===== src/rtl/blinking_light_pkg.sv =====
// blinking_light_pkg: filter state encoding, default timing constants and level helper
package blinking_light_pkg;
  typedef enum logic [1:0] {
    S_LO = 2'd0,
    W_HI = 2'd1,
    S_HI = 2'd2,
    W_LO = 2'd3
  } filter_state_t;
  localparam int DEBOUNCE_CYCLES_DEF = 16;
  localparam int LONG_CYCLES_DEF = 64;
  // accepted level: the output only flips once a wait window completes
  function automatic logic is_high(filter_state_t s);
    return s == S_HI || s == W_LO;
  endfunction
endpackage


===== src/rtl/debounce_filter.sv =====
// debounce_filter: 2-FF synchroniser plus counter-based debounce FSM with registered rise pulse
module debounce_filter
  import blinking_light_pkg::*;
#(
  parameter int DEBOUNCE_CYCLES = DEBOUNCE_CYCLES_DEF
) (
  input  logic          clk,
  input  logic          reset,
  input  logic          raw,
  output filter_state_t state,
  output logic          rise
);
  localparam int CW = $clog2(DEBOUNCE_CYCLES + 1);
  localparam logic [CW-1:0] LAST = CW'(DEBOUNCE_CYCLES - 1);
  logic sync1;
  logic sync2;
  logic [CW-1:0] cnt;
  // bring the asynchronous raw input into the clock domain
  always_ff @(posedge clk or negedge reset) begin
    if (!reset) begin
      sync1 <= 1'b0;
      sync2 <= 1'b0;
    end else begin
      sync1 <= raw;
      sync2 <= sync1;
    end
  end
  // accept a level change only after DEBOUNCE_CYCLES consecutive agreeing samples
  always_ff @(posedge clk or negedge reset) begin
    if (!reset) begin
      state <= S_LO;
      cnt   <= '0;
      rise  <= 1'b0;
    end else begin
      rise <= 1'b0;
      case (state)
        S_LO: if (sync2) begin
          state <= W_HI;
          cnt   <= CW'(1);
        end
        S_HI: if (!sync2) begin
          state <= W_LO;
          cnt   <= CW'(1);
        end
        W_HI: if (!sync2) state <= S_LO;
          else if (cnt == LAST) begin
            state <= S_HI;
            rise  <= 1'b1;
          end else cnt <= cnt + CW'(1);
        W_LO: if (sync2) state <= S_HI;
          else if (cnt == LAST) state <= S_LO;
          else cnt <= cnt + CW'(1);
      endcase
    end
  end
endmodule


===== src/rtl/blinking_light_input_conditioner.sv =====
// blinking_light_input_conditioner: debounced start pulse and en level; LONG_PRESS_EN adds a long-press pulse
module blinking_light_input_conditioner
  import blinking_light_pkg::*;
#(
  parameter int DEBOUNCE_CYCLES = DEBOUNCE_CYCLES_DEF,
  parameter int LONG_CYCLES     = LONG_CYCLES_DEF
) (
  input  logic clk,
  input  logic reset,
  input  logic start_btn,
  input  logic en_sw,
  output logic start,
  output logic en,
  output logic long_press
);
  filter_state_t s_state;
  filter_state_t e_state;
  logic s_rise;
  logic e_rise;
  logic unused_ok;
  debounce_filter #(.DEBOUNCE_CYCLES(DEBOUNCE_CYCLES)) u_start (
    .clk   (clk),
    .reset (reset),
    .raw   (start_btn),
    .state (s_state),
    .rise  (s_rise)
  );
  debounce_filter #(.DEBOUNCE_CYCLES(DEBOUNCE_CYCLES)) u_en (
    .clk   (clk),
    .reset (reset),
    .raw   (en_sw),
    .state (e_state),
    .rise  (e_rise)
  );
  // register the outputs so the controller sees clean, glitch-free signals
  always_ff @(posedge clk or negedge reset) begin
    if (!reset) begin
      start <= 1'b0;
      en    <= 1'b0;
    end else begin
      start <= s_rise;
      en    <= is_high(e_state);
    end
  end
`ifdef LONG_PRESS_EN
  localparam int HW = $clog2(LONG_CYCLES + 1);
  localparam logic [HW-1:0] HOLD_MAX = HW'(LONG_CYCLES);
  logic [HW-1:0] hold;
  assign unused_ok = e_rise;
  // saturating hold counter; pulse on the edge it reaches LONG_CYCLES, so once per press
  always_ff @(posedge clk or negedge reset) begin
    if (!reset) begin
      hold       <= '0;
      long_press <= 1'b0;
    end else begin
      hold       <= (s_state != S_HI) ? '0 : (hold == HOLD_MAX) ? hold : hold + HW'(1);
      long_press <= s_state == S_HI && hold == HOLD_MAX - HW'(1);
    end
  end
`else
  assign unused_ok  = ^{e_rise, s_state, LONG_CYCLES > 0};
  assign long_press = 1'b0;
`endif
endmodule


===== config.mk =====
export PLATFORM = sky130hd
export DESIGN_NAME = blinking_light_input_conditioner
export DESIGN_NICKNAME = d
export VERILOG_FILES = /design/src/rtl/blinking_light_pkg.sv /design/src/rtl/debounce_filter.sv /design/src/rtl/blinking_light_input_conditioner.sv
export SDC_FILE = /design/constraint.sdc
export NUM_CORES = 1
export LEC_CHECK = 0
export CAP_MARGIN = 20
export CORE_MARGIN = 5
export CORE_UTILIZATION = 59
export DETAILED_ROUTE_END_ITERATION = 8
export PLACE_DENSITY = 0.81
export REMOVE_ABC_BUFFERS = 1
export SLEW_MARGIN = 10
export SYNTH_ARGS = -nofsm -noshare
export SYNTH_HDL_FRONTEND = slang
export SYNTH_SLANG_ARGS = --single-unit

===== constraint.sdc =====
create_clock -name clk -period 4.4 [get_ports clk]
set_input_delay 0.88 -clock clk [delete_from_list [all_inputs] [get_ports clk]]
set_output_delay 0.88 -clock clk [all_outputs]
set_load 0.05 [all_outputs]

==> results.cfg <==
[clock_network]
ctsRootBufferMaster = clkbuf_4
cts_tree = built
cts_setup_buffers = 0
cts-buffers-inserted = 3
clockBufferDepth = 2
clkLatencyLatePin_ps = 310
post_cts_resized = 0
cts.sinks = 21
hold_buffers = 0
htree_levels = 1
clk_pin_slew_ps = 120

[sta]
finalClockSkew_ps = 8.38
whs_ps = 359
timing.setup.tns_ps = 0
setup_slack_ps = 2070
finalHoldViolations = 0
min_period_over_period = 0.529
setup_viol = 0
report.final.slew_viol_count = 0
relSlewSlack = 0.395
rsz0062_at_grt = false
fmax_mhz = 430
period_needed_ps = 2330
worst_slew_pin_slew_ps = 904

[yosys]
synth-main-ff-cell = dfrtp_1
syn_inst = 80
syn-cell-area_um2 = 952
synth-seq-cells = 21
synthArstFlopShare = 1.00
yosys_warnings = 0
synth_most_common_cell = dfrtp_1
yosysTopAreaCell = dfrtp_1
synth.avg_cell_area_um2 = 11.9
synth_top_cell_area_share = 0.552
synth-edff-count = 0
synth_commonest_cells = dfrtp_1 (21), nand2_1 (8), ha_1 (5), inv_1 (5), nand3_1 (5)
ys_seq_area_frac = 0.552
synthTopCellsByArea = dfrtp_1 (55%), ha_1 (6.6%), or4b_1 (3.2%)
synth.distinct_cells = 28

[floorplan]
core_mm2 = 0.00152
rows = 14
dieArea_mm2 = 0.00252
ios = 7
initial_core_util = 0.625
dieHeight_um = 50.2
die_w_um = 50.2

[worst_setup_path]
arrival_ps = 1450
crit_chain = clkdlybuf4s50_1
endpoint_kind = output pin
crit_family = buffers and inverters
cp_num_buf_inv = 1
slowest_stage = clkdlybuf4s50_1
critPathMaxStageDelay_ps = 800
start_kind = flop
critPathKind = flop to output pin
path_max_fanout = 1
required_ps = 3520

[run_status]
status = finished clean

[placed_design]
gp_congestion = 0.747
dp_hpwl_um = 1030
dp_slack_ps = 2350
numPortBuffers = 5

[global_route]
grt_pass1_wl_um = 2530
antenna_found_initial = 0
grt_remaining_overflow = 0
grtUsageTotal = 0.135
grt_pass1_vias = 572
grt_max_degree = 22

[final_layout]
layout-drive-gt1-share = 0.105
num-nets-final = 96
syn_to_final_growth_pct = 8.28
num_antenna_cells = 0
utilization = 0.677

[route]
drt_iter0_drc = 7
dr.pass1.iters = 4
wl_per_cell_um = 13.8
vias = 583
drc = 0
ant_nets = 0
drt-total-wl_um = 1410
via_per_inst = 5.72

[power_and_ir_drop]
p_leak_nw = 0.480
ir_drop_mv = 0.271
powerDensity_mw_per_mm2 = 410

[job]
drv_cap = 0

[worst_hold_path]
hp-class = flop to flop
## registers in the layout, indices dropped and copies added, names as in the netlist, named ones only
register,count
en,1
start,1
u_en.cnt,5
u_en.state,1
u_en.sync1,1
u_en.sync2,1
u_start.cnt,5
u_start.rise,1
u_start.state,1
u_start.sync1,1
u_start.sync2,1
## cell families after synthesis
family / count (synthesis) / share of synthesized area
xor+xnor: 2 / 0.0263
buf+inv: 8 / 0.0394
other cells: 1 / 0.00394
compound gates: 12 / 0.0933
flops: 21 / 0.552
fa+ha+maj: 5 / 0.0657
simple gates: 27 / 0.175
mux: 4 / 0.0447
## placed cells by master (no fill, tap or decap), types with 2 or more instances in the layout
master / instances
nand4b_1: 2
nand2_1: 8
a21oi_1: 2
nand2b_1: 3
a22o_1: 3
and3_1: 2
dfrtp_1: 21
or4b_1: 3
o31ai_1: 2
ha_1: 5
mux2i_1: 2
clkbuf_4: 3
clkdlybuf4s50_1: 5
inv_1: 5
mux2_2: 2
nand3_1: 5
## path summary, 6_finish.rpt
kind	start	endpoint	slack (ps)	depth (start not counted)
worst max-delay path	en	en	2070	1
worst max register to register	u_en.cnt[0]	u_en.cnt[3]	2430	6
min in group asynchronous	reset	u_en.cnt[2]	1070	1
worst min-delay path	u_start.rise	start	360	0
max in group asynchronous	reset	u_start.cnt[4]	2770	1
worst min register to register	u_start.rise	start	360	0
## layout make-up
class,count,area [um^2]
multi-input cells,51,389
repair buffers,5,50.0
flip-flops and latches,21,526
well taps,16,20.0
fillers,108,493
clock inverters,1,5.00
inverters,5,18.8
clock buffers,3,22.5
## per-stage QoR
step / power, W / cells / cell area (um^2)
CTS: 0.000430 / 102 / 1030
detailed placement: 0.000337 / 98 / 1000
global route: 0.000458 / 102 / 1030
global placement: 0.000330 / 98 / 1000
finish: 0.000423 / 102 / 1030
floorplan: 0.000310 / 77 / 933
## power by group
group / switching (W) / internal (W)
clock network: 0.0000576 / 0.0000339
registers: 0.0000327 / 0.000220
logic: 0.0000401 / 0.0000381
total: 0.000130 / 0.000292
## layer usage
layer  vias to the layer above  GRT usage  part of all wire
met1                       273      0.172              0.47
met3                         4     0.0385             0.037
li1                        296          -                 -
met4                         0     0.0786             0.029
met5                         -          0                 0
met2                        10      0.203              0.46
Note: power is estimated with default switching activity, not from simulation.
